<file path="src/rtl/tdm_deframer8_if.sv">
// Serial TDM input strobes and parallel frame outputs of the 8-slot deframer.
interface tdm_deframer8_if #(
    parameter int W = 16
);
    logic         bit_en;
    logic         sdata;
    logic         fsync;
    logic [W-1:0] ch1;
    logic [W-1:0] ch2;
    logic [W-1:0] ch3;
    logic [W-1:0] ch4;
    logic [W-1:0] ch5;
    logic [W-1:0] ch6;
    logic [W-1:0] ch7;
    logic [W-1:0] ch8;
    logic         frame_valid;
    logic         sync_err;
    logic         locked;

    modport master (
        output bit_en, sdata, fsync,
        input  ch1, ch2, ch3, ch4, ch5, ch6, ch7, ch8, frame_valid, sync_err, locked
    );

    modport slave (
        input  bit_en, sdata, fsync,
        output ch1, ch2, ch3, ch4, ch5, ch6, ch7, ch8, frame_valid, sync_err, locked
    );
endinterface

</file>
<file path="src/rtl/tdm_deframer8.sv">
// Deserialises an 8-slot x W-bit MSB-first TDM stream, tracks fsync alignment
// and publishes each complete frame atomically with a one-cycle valid pulse.
module tdm_deframer8 #(
    parameter int W = 16
) (
    input  logic             i_clk,
    input  logic             i_rst_n,
    tdm_deframer8_if.slave   bus
);
    localparam int CW = (W > 1) ? $clog2(W) : 1;

    typedef enum logic {S_HUNT, S_RUN} state_t;

    state_t        r_state;
    logic [CW-1:0] r_bit_cnt;
    logic [2:0]    r_slot_cnt;
    logic [W-1:0]  r_shift;
    logic [W-1:0]  r_shadow [7];
    logic [W-1:0]  r_ch     [8];
    logic          r_frame_valid;
    logic          r_sync_err;
    logic          r_locked;

    logic [W-1:0]  w_word;
    logic          w_frame_start;
    logic          w_last_bit;

    assign w_word        = {r_shift[W-2:0], bus.sdata};
    assign w_frame_start = (r_bit_cnt == '0) && (r_slot_cnt == '0);
    assign w_last_bit    = (r_bit_cnt == CW'(W - 1));

    always_ff @(posedge i_clk or negedge i_rst_n) begin
        if (!i_rst_n) begin
            r_state       <= S_HUNT;
            r_bit_cnt     <= '0;
            r_slot_cnt    <= '0;
            r_shift       <= '0;
            r_frame_valid <= 1'b0;
            r_sync_err    <= 1'b0;
            r_locked      <= 1'b0;
            for (int unsigned i = 0; i < 7; i++) r_shadow[i] <= '0;
            for (int unsigned i = 0; i < 8; i++) r_ch[i] <= '0;
        end else begin
            r_frame_valid <= 1'b0;
            r_sync_err    <= 1'b0;
            if (bus.bit_en) begin
                case (r_state)
                    S_HUNT: begin
                        if (bus.fsync) begin
                            r_shift    <= w_word;
                            r_bit_cnt  <= CW'(1);
                            r_slot_cnt <= '0;
                            r_state    <= S_RUN;
                            r_locked   <= 1'b1;
                        end
                    end
                    S_RUN: begin
                        if (bus.fsync && !w_frame_start) begin
                            // Early fsync restarts slot 0 with this bit as its MSB.
                            r_sync_err <= 1'b1;
                            r_shift    <= w_word;
                            r_bit_cnt  <= CW'(1);
                            r_slot_cnt <= '0;
                        end else if (!bus.fsync && w_frame_start) begin
                            r_sync_err <= 1'b1;
                            r_state    <= S_HUNT;
                            r_locked   <= 1'b0;
                        end else begin
                            r_shift <= w_word;
                            if (w_last_bit) begin
                                r_bit_cnt  <= '0;
                                r_slot_cnt <= r_slot_cnt + 3'd1;
                                if (r_slot_cnt == 3'd7) begin
                                    for (int unsigned i = 0; i < 7; i++) r_ch[i] <= r_shadow[i];
                                    r_ch[7]       <= w_word;
                                    r_frame_valid <= 1'b1;
                                end else begin
                                    r_shadow[r_slot_cnt] <= w_word;
                                end
                            end else begin
                                r_bit_cnt <= r_bit_cnt + 1'b1;
                            end
                        end
                    end
                    default: r_state <= S_HUNT;
                endcase
            end
        end
    end

    assign bus.ch1         = r_ch[0];
    assign bus.ch2         = r_ch[1];
    assign bus.ch3         = r_ch[2];
    assign bus.ch4         = r_ch[3];
    assign bus.ch5         = r_ch[4];
    assign bus.ch6         = r_ch[5];
    assign bus.ch7         = r_ch[6];
    assign bus.ch8         = r_ch[7];
    assign bus.frame_valid = r_frame_valid;
    assign bus.sync_err    = r_sync_err;
    assign bus.locked      = r_locked;
endmodule

</file>
<file path="src/flat_wrapper.sv">
// flat-port wrapper written by rule: the top's interface ports become plain ports
module tdm_deframer8_flat 
#(
    parameter int W = 16
)
  (i_clk, i_rst_n, bus_bit_en, bus_sdata, bus_fsync, bus_ch1, bus_ch2, bus_ch3, bus_ch4, bus_ch5, bus_ch6, bus_ch7, bus_ch8, bus_frame_valid, bus_sync_err, bus_locked);
  tdm_deframer8_if #(.W(W)) bus_i ();
  input  logic i_clk;
  input  logic i_rst_n;
  input wire logic [$bits(bus_i.bit_en)-1:0] bus_bit_en;
  input wire logic [$bits(bus_i.sdata)-1:0] bus_sdata;
  input wire logic [$bits(bus_i.fsync)-1:0] bus_fsync;
  output wire logic [$bits(bus_i.ch1)-1:0] bus_ch1;
  output wire logic [$bits(bus_i.ch2)-1:0] bus_ch2;
  output wire logic [$bits(bus_i.ch3)-1:0] bus_ch3;
  output wire logic [$bits(bus_i.ch4)-1:0] bus_ch4;
  output wire logic [$bits(bus_i.ch5)-1:0] bus_ch5;
  output wire logic [$bits(bus_i.ch6)-1:0] bus_ch6;
  output wire logic [$bits(bus_i.ch7)-1:0] bus_ch7;
  output wire logic [$bits(bus_i.ch8)-1:0] bus_ch8;
  output wire logic [$bits(bus_i.frame_valid)-1:0] bus_frame_valid;
  output wire logic [$bits(bus_i.sync_err)-1:0] bus_sync_err;
  output wire logic [$bits(bus_i.locked)-1:0] bus_locked;
  assign bus_i.bit_en = bus_bit_en;
  assign bus_i.sdata = bus_sdata;
  assign bus_i.fsync = bus_fsync;
  assign bus_ch1 = bus_i.ch1;
  assign bus_ch2 = bus_i.ch2;
  assign bus_ch3 = bus_i.ch3;
  assign bus_ch4 = bus_i.ch4;
  assign bus_ch5 = bus_i.ch5;
  assign bus_ch6 = bus_i.ch6;
  assign bus_ch7 = bus_i.ch7;
  assign bus_ch8 = bus_i.ch8;
  assign bus_frame_valid = bus_i.frame_valid;
  assign bus_sync_err = bus_i.sync_err;
  assign bus_locked = bus_i.locked;
  tdm_deframer8 #(.W(W)) u_core (.i_clk(i_clk), .i_rst_n(i_rst_n), .bus(bus_i));
endmodule
</file>
<file path="config.mk">
export PLATFORM = sky130hd
export DESIGN_NAME = tdm_deframer8_flat
export DESIGN_NICKNAME = d
export VERILOG_FILES = /design/src/rtl/tdm_deframer8_if.sv /design/src/rtl/tdm_deframer8.sv /design/src/flat_wrapper.sv
export SDC_FILE = /design/constraint.sdc
export NUM_CORES = 1
export LEC_CHECK = 0
export CAP_MARGIN = 20
export CORE_MARGIN = 1.5
export CORE_UTILIZATION = 45
export DETAILED_ROUTE_END_ITERATION = 10
export DONT_BUFFER_PORTS = 1
export PLACE_DENSITY_LB_ADDON = 0.25
export RECOVER_POWER = 100
export SLEW_MARGIN = 10
export SYNTH_ARGS = -nofsm -noshare
export SYNTH_HDL_FRONTEND = slang
export SYNTH_SLANG_ARGS = --single-unit
</file>
<file path="constraint.sdc">
create_clock -name i_clk -period 3.2 [get_ports i_clk]
set_input_delay 0.16 -clock i_clk [delete_from_list [all_inputs] [get_ports i_clk]]
set_output_delay 0.16 -clock i_clk [all_outputs]
set_load 0.01 [all_outputs]
</file>
[Yosys cells after proc, flatten, opt, wreduce, memory -nomap -nowiden]
Cells that the tools add are included.
Word-level totals
  input port bits: 5
  output and inout bits: 131
  register bits: 266
  logic and storage cells: 86
Cells by class
  bitwise operators: 5
  reductions and logical operators: 13
  mux-type cells: 35
  magnitude comparators: 2
  eq/ne operators: 7
  $add $sub $neg: 2
Operators by type and width (number)
  112-bit bitwise mux: 1
  16-bit demux with 3-bit select: 1
  15-bit two-way mux: 3
  15-bit one-hot mux with 2 select lines: 1
  1-bit two-way mux: 16
  16-bit two-way mux: 1
  4-bit two-way mux: 4
  3-bit two-way mux: 4
  6-bit AND reduction: 2
  4-bit one-hot mux with 2 select lines: 1
  4-bit AND reduction: 2
  2-bit inequality test, second input constant: 3
  3-bit inequality test, second input constant: 2
  3-bit one-hot mux with 2 select lines: 1
  4-bit by 1-bit adder with 4-bit output, second input constant: 1
  4-bit equality test, second input constant: 1
  4-bit greater-or-equal comparator, second input constant: 1
  1-bit logical AND: 4
  4-bit zero test: 1
  4-bit by 1-bit less-than comparator with 1-bit output, second input constant: 1
  1-bit NOT: 4
  3-bit NOT with 4-bit output: 1
  1-bit one-hot mux with 2 select lines: 2
  3-bit by 1-bit adder with 3-bit output, second input constant: 1
  other kinds (4): 5

[Depth between registers and ports, before layout]
Gate-level depths: netlist of run 1.
  depth in word-level cells: 7
  mapped depth: 12
  depth with buffers taken out: 9

[Worst setup path before layout of run 1]
OpenSTA, ideal clock, no wires.
  path kind: reg-to-reg
  start point: register u_core.r_slot_cnt[0]
  end point: register u_core.r_shadow[21] in the netlist's numbering
  period minus slack after synthesis: 2697 ps
  required time: 3075 ps
  setup slack: 503 ps
  library setup time: 125 ps
  arrival: 2572 ps
  buffers on the path: 4
  stages on the path, launching flop included: 13
  cell sequence: dfrtp_1 buf_4 inv_1 ha_1 nand3_1 inv_1 ha_1 nand4bb_2 buf_6 or4_4 buf_6 buf_12 mux2_4
On the way
  longest elaborated chain between the ends: 6
  elaborated cells between the ends (all ways): 17
RTL lines
  start, declared: line tdm_deframer8.sv:16  | logic [2:0] r_slot_cnt;
  start signal, assigned: line tdm_deframer8.sv:72  | r_slot_cnt <= r_slot_cnt + 3'd1;
  3-bit NOT with 4-bit output (not written as such) / 3-bit zero test (equally long branches): line tdm_deframer8.sv:78, tdm_deframer8.sv:29
  4-bit greater-or-equal comparator (not written as such), or another cell as far along: line tdm_deframer8.sv:78  | r_shadow[r_slot_cnt] <= w_word;
  1-bit logical AND (not written as such) / 1-bit zero test (equally long branches): line tdm_deframer8.sv:78, tdm_deframer8.sv:58
  16-bit two-way mux (not written as such) / 1-bit logical AND (equally long branches): line tdm_deframer8.sv:78, tdm_deframer8.sv:58
  16-bit demux with 3-bit select / 1-bit NOT (equally long branches)
  112-bit bitwise mux / 6-bit AND reduction (equally long branches)
  end signal, assigned by index: line tdm_deframer8.sv:78
  end, declared: line tdm_deframer8.sv:18  | logic [W-1:0] r_shadow [7];
Parallel ways exist; a longest one is shown, timed or not.
A chain may end at the register's enable or synchronous reset.

[Worst setup path in the final report of run 1]
  start point: register u_core.r_bit_cnt[0]
  end point: register u_core.r_shadow[11] in the netlist's numbering
On the way
  longest elaborated chain between the ends: 6
  elaborated cells between the ends (all ways): 9
RTL lines
  start, declared: line tdm_deframer8.sv:15  | logic [CW-1:0] r_bit_cnt;
  start signal, assigned: line tdm_deframer8.sv:81  | r_bit_cnt <= r_bit_cnt + 1'b1;
  4-bit zero test: line tdm_deframer8.sv:29  | assign w_frame_start = (r_bit_cnt == '0) && (r_slot_cnt == '0);
  1-bit logical AND: line tdm_deframer8.sv:29
  1-bit zero test: line tdm_deframer8.sv:58  | if (bus.fsync && !w_frame_start) begin
  1-bit logical AND: line tdm_deframer8.sv:58
  1-bit NOT (no source line)
  6-bit AND reduction (no source line) (*)
Every way passes the cells marked *; elsewhere a longest branch is shown, timed or not.

==> flow_metrics.env, run 1 <==
export IMPL_critical_path_top_delay_family="simple AND/OR/NAND/NOR gates"
export IMPL_insertedDiodeCount=0
export IMPL_synth_flop_cell="sky130_fd_sc_hd__dfrtp_1"
export IMPL_gr_max_usage_layer="met2"
export IMPL_placedInstanceArea_mm2=0.0106
export IMPL_pwr_share_comb_pct=4.6
export IMPL_run_status="complete, but fails checks"
export IMPL_worst_hold_path_type="in -> async"
export IMPL_area_of_the_multi_input_gates_mm2=0.00338
export IMPL_synth_top_area_share_pct=64.2
export IMPL_drcViolationCount=0
export IMPL_power_density_mw_per_mm2=653
export IMPL_avgSynthCellArea_um2=16.4
export IMPL_asyncSetResetFlopFracSynth_pct=100
export IMPL_unrepaired_setup_endpoints_after_global_routing="false"
export IMPL_endpoint_kind="flop"
export IMPL_final_setup_tns_ps=0
export IMPL_vias_in_the_first_global_route=5427
export IMPL_clk_pin_slew_worst_paths_ps=60
export IMPL_floorplan_die_height_um=155
export IMPL_worst_ep_arrival_time_ps=3300
export IMPL_globalRouteOverflowTotal=0
export IMPL_core_mm2=0.0226
export IMPL_detailedRoute_firstPassIterationCount=4
export IMPL_layout_filler_cells=1865
export IMPL_post_cts_resized_instances=0
export IMPL_root_buffer="sky130_fd_sc_hd__clkbuf_16"
export IMPL_design_area_mm2=0.0115
export IMPL_setup_viol_count_final=0
export IMPL_fmaxAchievable_mhz=346
export IMPL_cts_buffer_depth=3
export IMPL_grt_antenna_before_repair=0
export IMPL_power_w=0.00749
export IMPL_synthToLayoutAreaGrowth_pct=10.7
export IMPL_holdBufCountCts=4
export IMPL_die_area_mm2=0.0240
export IMPL_io_buffers=0
export IMPL_p_sw_w=0.00188
export IMPL_gpl_wtd_cong=0.847
export IMPL_worst_slew_pin_slew_ps=805
export IMPL_hpwl_mm=12.8
export IMPL_part_of_the_power_in_the_clock_network_pct=42.7
export IMPL_floorplan_initialDensity_pct=45.8
export IMPL_fp_rows=55
export IMPL_hold_viol=266
export IMPL_grt_util_met1_pct=22.5
export IMPL_viasPerCell=5.43
export IMPL_p_int_w=0.00562
export IMPL_synth_cells=632
export IMPL_maxSlewViolCount=0
export IMPL_drt_total_wl_mm=20.8
export IMPL_postSynthRegisterBits=266
export IMPL_highest_fanout_seen_on_the_critical_path=16
export IMPL_final_core_utilization_pct=50.7
export IMPL_p_leak_nw=5.81
export IMPL_number_of_drc_violations_after_detailed_routing_iteration_0=210
export IMPL_globalRouteMet2Util_pct=30.7
export IMPL_yosys_top_cells_area="sky130_fd_sc_hd__dfrtp_1, sky130_fd_sc_hd__mux2_2, sky130_fd_sc_hd__mux2_4"
export IMPL_timing_critical_path_buf_inv=4
export IMPL_sw_frac_of_total_pct=25.0
export IMPL_slowest_stage="sky130_fd_sc_hd__dfrtp_1"
export IMPL_antenna_violating_nets_left=0
export IMPL_critPathLaunchType="flop"
export IMPL_violations="negative hold slack"
export IMPL_clkSinkCount=266
export IMPL_synth_enable_flop_cells=0
export IMPL_io_pin_count=136
export IMPL_tritoncts_num_buffers=28
export IMPL_grt_first_pass_wirelength_mm=32.7
export IMPL_yosys_warnings=0
export IMPL_grt_usage_pct=17.7
export IMPL_final_worst_clock_skew_ps=10.7
export IMPL_die_w_um=155
export IMPL_synth_cell_area_mm2=0.0104
export IMPL_cts_max_level=1
export IMPL_crit_chain="inv_1, ha_1, nor2b_1, nand3_1, inv_1, ha_1, nand4bb_1, clkbuf_2, nor4_4, clkbuf_4, mux2_2"
export IMPL_cts_setup_buffers=0
export IMPL_final_min_clock_period_ps=2890
export IMPL_final_layout_size_suffix_gt1_share_pct=47.1
export IMPL_criticalPathCategory="reg -> reg"
export IMPL_routed_vias=5086
export IMPL_synthDistinctLibCells=37
export IMPL_final_net_count=646
export IMPL_fin_crit_sh_pct=90.4
export IMPL_most_instantiated_cells_after_synthesis="sky130_fd_sc_hd__dfrtp_1, sky130_fd_sc_hd__mux2_2, sky130_fd_sc_hd__buf_2"
export IMPL_crit_path_max_incr_delay_ps=420
export IMPL_worstPathRequired_ps=3610
export IMPL_finalHoldWorstSlack_ps=-671
export IMPL_ys_seq_area_share_pct=64.2
export IMPL_avgRoutedWirePerCell_um=22.2
export IMPL_worst_slew_margin_rel_pct=46.4
export IMPL_synthMostInstantiatedCell="sky130_fd_sc_hd__dfrtp_1"
export IMPL_area_of_all_sequential_standard_cells_mm2=0.00666
export IMPL_share_seq_of_total_power_pct=52.6
export IMPL_grt_start_max_net_pins=267
export IMPL_grt_use_met3_pct=3.92
export IMPL_maxCapViolations=0
export IMPL_vdd_ir_drop_worst_mv=0.288
export IMPL_syn_nets=645
export IMPL_clock_tree_from_tritoncts="yes"
export IMPL_yosysTopAreaCell="sky130_fd_sc_hd__dfrtp_1"
export IMPL_clock_latency_ps=530
per-stage QoR:
stage | hold WS [ps] | setup slack [ps] | cells
floorplan | -136 | 503 | 632
global placement | -130 | 489 | 884
detailed placement | -131 | 354 | 884
CTS | -697 | 343 | 937
global route | -691 | 115 | 937
finish | -671 | 307 | 937
power groups by stage:
| stage | combinational [W] | sequential, W | clock (W) |
|---|---|---|---|
| global route | 0.000384 | 0.00398 | 0.00343 |
| global placement | 0.000325 | 0.00403 | 0 |
| CTS | 0.000356 | 0.00397 | 0.00330 |
| finish | 0.000346 | 0.00394 | 0.00320 |
| floorplan | 0.000477 | 0.00360 | 0 |
| detailed placement | 0.000344 | 0.00403 | 0 |
cell families (layout without fill, tap and decap cells):
group                    Yosys count  in the layout  synth area share (%)
adder cells (fa/ha/maj)            8              8                 0.966
AND/OR/NAND/NOR                   35             35                  2.98
multiplexers                     258            258                  28.4
AO/OA/AOI/OAI                     14             14                 0.978
flip-flops                       266            266                  64.2
buffers and inverters             51             71                  2.49
worst reg2reg max path, cell delays in order, from the launching register on:
cell and delay (ps):
sky130_fd_sc_hd__dfrtp_1 420, sky130_fd_sc_hd__inv_1 70, sky130_fd_sc_hd__ha_1 180, sky130_fd_sc_hd__nor2b_1 130, sky130_fd_sc_hd__nand3_1 120, sky130_fd_sc_hd__inv_1 80
sky130_fd_sc_hd__ha_1 210, sky130_fd_sc_hd__nand4bb_1 330, sky130_fd_sc_hd__clkbuf_2 220, sky130_fd_sc_hd__nor4_4 250, sky130_fd_sc_hd__clkbuf_4 370, sky130_fd_sc_hd__mux2_2 400
metal layers:
metal  vias up  wire (um)
li1       2242          -
met1      2710       8920
met2       110      10500
met3        24       1110
met4         0        299
met5         -          0
sequential cells by signal, indices dropped and copies added (netlist names):
register	count
u_core.r_state	1
u_core.bus.ch3	16
u_core.bus.ch5	16
u_core.bus.ch4	16
u_core.bus.ch6	16
u_core.bus.ch1	16
u_core.r_bit_cnt	4
u_core.r_slot_cnt	3
u_core.bus.ch8	16
u_core.r_shadow	112
u_core.r_shift	15
u_core.bus.sync_err	1
u_core.bus.frame_valid	1
u_core.bus.locked	1
u_core.bus.ch7	16
u_core.bus.ch2	16
cell type report:
class | instances | area share, %
multi-input combinational | 315 | 29.4
clock inverter | 9 | 0.949
tap | 285 | 3.11
timing repair buffer | 15 | 1.14
sequential | 266 | 58.0
clock buffer | 40 | 7.12
inverter | 7 | 0.229
path summary, 6_finish.rpt:
| path | slack, ps | end | start | cells after the start |
|---|---|---|---|---|
| worst max-delay path | 310 | u_core.r_shadow[11] | u_core.r_bit_cnt[0] | 11 |
| worst min-delay path | -670 | u_core.bus.ch7[8] | i_rst_n | 0 |
| worst max register to register | 310 | u_core.r_shadow[11] | u_core.r_bit_cnt[0] | 11 |
| worst min register to register | 500 | u_core.bus.ch1[10] | u_core.r_shadow[106] | 1 |
| max in group asynchronous | 3500 | u_core.r_shadow[31] | i_rst_n | 0 |
| min in group i_clk | 50 | u_core.r_state | bus_fsync | 3 |
cells in the final DEF, fill, tap and decap left out, types with 4 or more instances in the layout:
master                          count
sky130_fd_sc_hd__dfrtp_1          266
sky130_fd_sc_hd__inv_1              7
sky130_fd_sc_hd__mux2_1            10
sky130_fd_sc_hd__ha_1               8
sky130_fd_sc_hd__mux2_2           247
sky130_fd_sc_hd__dlygate4sd3_1      4
sky130_fd_sc_hd__clkbuf_1           6
sky130_fd_sc_hd__clkbuf_16         29
sky130_fd_sc_hd__clkbuf_8           5
sky130_fd_sc_hd__nor2_1             6
Note: power is estimated with default switching activity, not from simulation.
==> run 2: changes to the inputs <==
PLACE_DENSITY = 0.62   (was default)
PLACE_DENSITY_LB_ADDON = default   (was 0.25)
==> flow_metrics.env, run 2 (same netlist as run 1, synthesis figures left out) <==
export IMPL_floorplan_initialDensity_pct=45.8
export IMPL_largest_register="u_core.r_shadow"
export IMPL_cts_buffer_depth=3
export IMPL_grt_start_max_net_pins=267
export IMPL_io_pin_count=136
export IMPL_io_buffers=0
export IMPL_maxCapViolations=0
export IMPL_largest_reg_flops=112
export IMPL_antenna_violating_nets_left=0
export IMPL_clk_pin_slew_worst_paths_ps=60
export IMPL_routed_vias=5084
export IMPL_hpwl_mm=12.7
export IMPL_grt_first_pass_wirelength_mm=32.6
export IMPL_sw_frac_of_total_pct=24.4
export IMPL_worst_ep_arrival_time_ps=3280
export IMPL_part_of_the_power_in_the_clock_network_pct=42.9
export IMPL_p_int_w=0.00564
export IMPL_die_area_mm2=0.0240
export IMPL_layout_common_cells="sky130_fd_sc_hd__dfrtp_1, sky130_fd_sc_hd__mux2_2, sky130_fd_sc_hd__clkbuf_16, sky130_fd_sc_hd__mux2_1"
export IMPL_avgRoutedWirePerCell_um=21.7
export IMPL_r2r_start="u_core.r_bit_cnt[0]"
export IMPL_criticalPathCategory="reg -> reg"
export IMPL_worst_hold_path_type="in -> async"
export IMPL_run_status="complete, but fails checks"
export IMPL_layout_cells_most_common="sky130_fd_sc_hd__dfrtp_1"
export IMPL_cts_setup_buffers=0
export IMPL_drt_total_wl_mm=20.3
export IMPL_unrepaired_setup_endpoints_after_global_routing="false"
export IMPL_number_of_drc_violations_after_detailed_routing_iteration_0=204
export IMPL_setup_viol_count_final=0
export IMPL_fin_crit_sh_pct=89.8
export IMPL_fp_rows=55
export IMPL_layout_setup_ws_ps=326
export IMPL_core_mm2=0.0226
export IMPL_post_place_ws_ps=406
export IMPL_final_min_clock_period_ps=2870
export IMPL_drcViolationCount=0
export IMPL_globalRouteOverflowTotal=0
export IMPL_root_buffer="sky130_fd_sc_hd__clkbuf_16"
export IMPL_rr_worst_depth=11
export IMPL_finalNonFillerCells=935
export IMPL_tritoncts_num_buffers=27
export IMPL_worst_slew_margin_rel_pct=54.4
export IMPL_r2r_slack_ps=330
export IMPL_worst_slew_pin_slew_ps=684
export IMPL_finalHoldWorstSlack_ps=-656
export IMPL_clock_latency_ps=520
export IMPL_power_density_mw_per_mm2=651
export IMPL_holdBufCountCts=3
export IMPL_die_w_um=155
export IMPL_final_setup_tns_ps=0
export IMPL_final_worst_clock_skew_ps=7.54
export IMPL_post_cts_resized_instances=0
export IMPL_endpoint_kind="flop"
export IMPL_insertedDiodeCount=0
export IMPL_worstPathRequired_ps=3610
export IMPL_dp_cells=886
export IMPL_vdd_ir_drop_worst_mv=0.343
export IMPL_r2r_end="u_core.r_shadow[75]"
export IMPL_p_sw_w=0.00182
export IMPL_viasPerCell=5.44
export IMPL_pwr_share_comb_pct=4.6
export IMPL_clkSinkCount=266
export IMPL_clock_tree_from_tritoncts="yes"
export IMPL_detailedRoute_firstPassIterationCount=4
export IMPL_critPathLaunchType="flop"
export IMPL_synthToLayoutAreaGrowth_pct=10.6
export IMPL_hold_viol=266
export IMPL_maxSlewViolCount=0
export IMPL_share_seq_of_total_power_pct=52.5
export IMPL_floorplan_die_height_um=155
export IMPL_fmaxAchievable_mhz=348
export IMPL_violations="negative hold slack"
export IMPL_grt_antenna_before_repair=0
export IMPL_cts_max_level=1
export IMPL_p_leak_nw=5.81
export IMPL_final_net_count=646
export IMPL_final_layout_size_suffix_gt1_share_pct=47.4
export IMPL_highest_fanout_seen_on_the_critical_path=16
export IMPL_grt_usage_pct=17.5
export IMPL_gpl_wtd_cong=0.804
export IMPL_vias_in_the_first_global_route=5468
==> run 2: worst max-delay path by stage <==
stage | slack, ps | from | cells past startpoint | to
2_1_floorplan | 500 | u_core.r_slot_cnt[0] | 12 | u_core.r_shadow[21]
3_3_place_gp | 520 | u_core.r_bit_cnt[0] | 10 | u_core.r_shadow[21]
3_5_place_dp | 410 | u_core.r_bit_cnt[0] | 10 | u_core.r_shadow[25]
4_1_cts | 390 | u_core.r_bit_cnt[0] | 10 | u_core.r_shadow[25]
5_1_grt | 160 | u_core.r_bit_cnt[0] | 11 | u_core.r_shadow[40]
6_report | 330 | u_core.r_bit_cnt[0] | 11 | u_core.r_shadow[75]
==> run 2: metal layers <==
layer	part of all wire (%)	global-route usage, %	up-vias
li1	-	-	2236
met1	43	22.3	2697
met2	50	29.8	113
met3	5.3	4.40	38
met4	2.5	4.67	0
met5	0	0	-
==> run 2: worst max-delay path: stages (launching register included) <==
cell                        delay (ps)
sky130_fd_sc_hd__dfrtp_1           430
sky130_fd_sc_hd__inv_1              70
sky130_fd_sc_hd__ha_1              200
sky130_fd_sc_hd__nor2b_1           130
sky130_fd_sc_hd__nand3_1           120
sky130_fd_sc_hd__inv_1              70
sky130_fd_sc_hd__ha_1              210
sky130_fd_sc_hd__nand4bb_2         240
sky130_fd_sc_hd__buf_4             180
sky130_fd_sc_hd__nor4_4            260
sky130_fd_sc_hd__clkbuf_2          450
sky130_fd_sc_hd__mux2_2            390
==> run 2: layout make-up <==
cell class                      instances  area (um^2)
Fill cell                            1888        11200
Sequential cell                       266         6660
Multi-Input combinational cell        315         3390
Clock buffer                           38          797
Tap cell                              285          357
Timing Repair Buffer                   16          123
Clock inverter                          8          115
Inverter                                7         26.3
==> run 2: through the flow <==
step / power [W] / hold WS (ps) / instance area (um^2) / utilization (%)
floorplan: 0.00408 / -136 / 10400 / -
global placement: 0.00433 / -122 / 10600 / 46.9
detailed placement: 0.00436 / -126 / 10600 / 46.9
CTS: 0.00759 / -682 / 11600 / 51.1
global route: 0.00776 / -685 / 11500 / 50.6
finish: 0.00746 / -656 / 11500 / 50.6
==> run 2: power groups by stage <==
stage	clock network (W)	logic, W	registers (W)
6_report	0.00320	0.000343	0.00392
2_1_floorplan	0	0.000477	0.00360
4_1_cts	0.00328	0.000350	0.00395
5_1_grt	0.00340	0.000386	0.00397
3_5_place_dp	0	0.000340	0.00402
3_3_place_gp	0	0.000324	0.00400
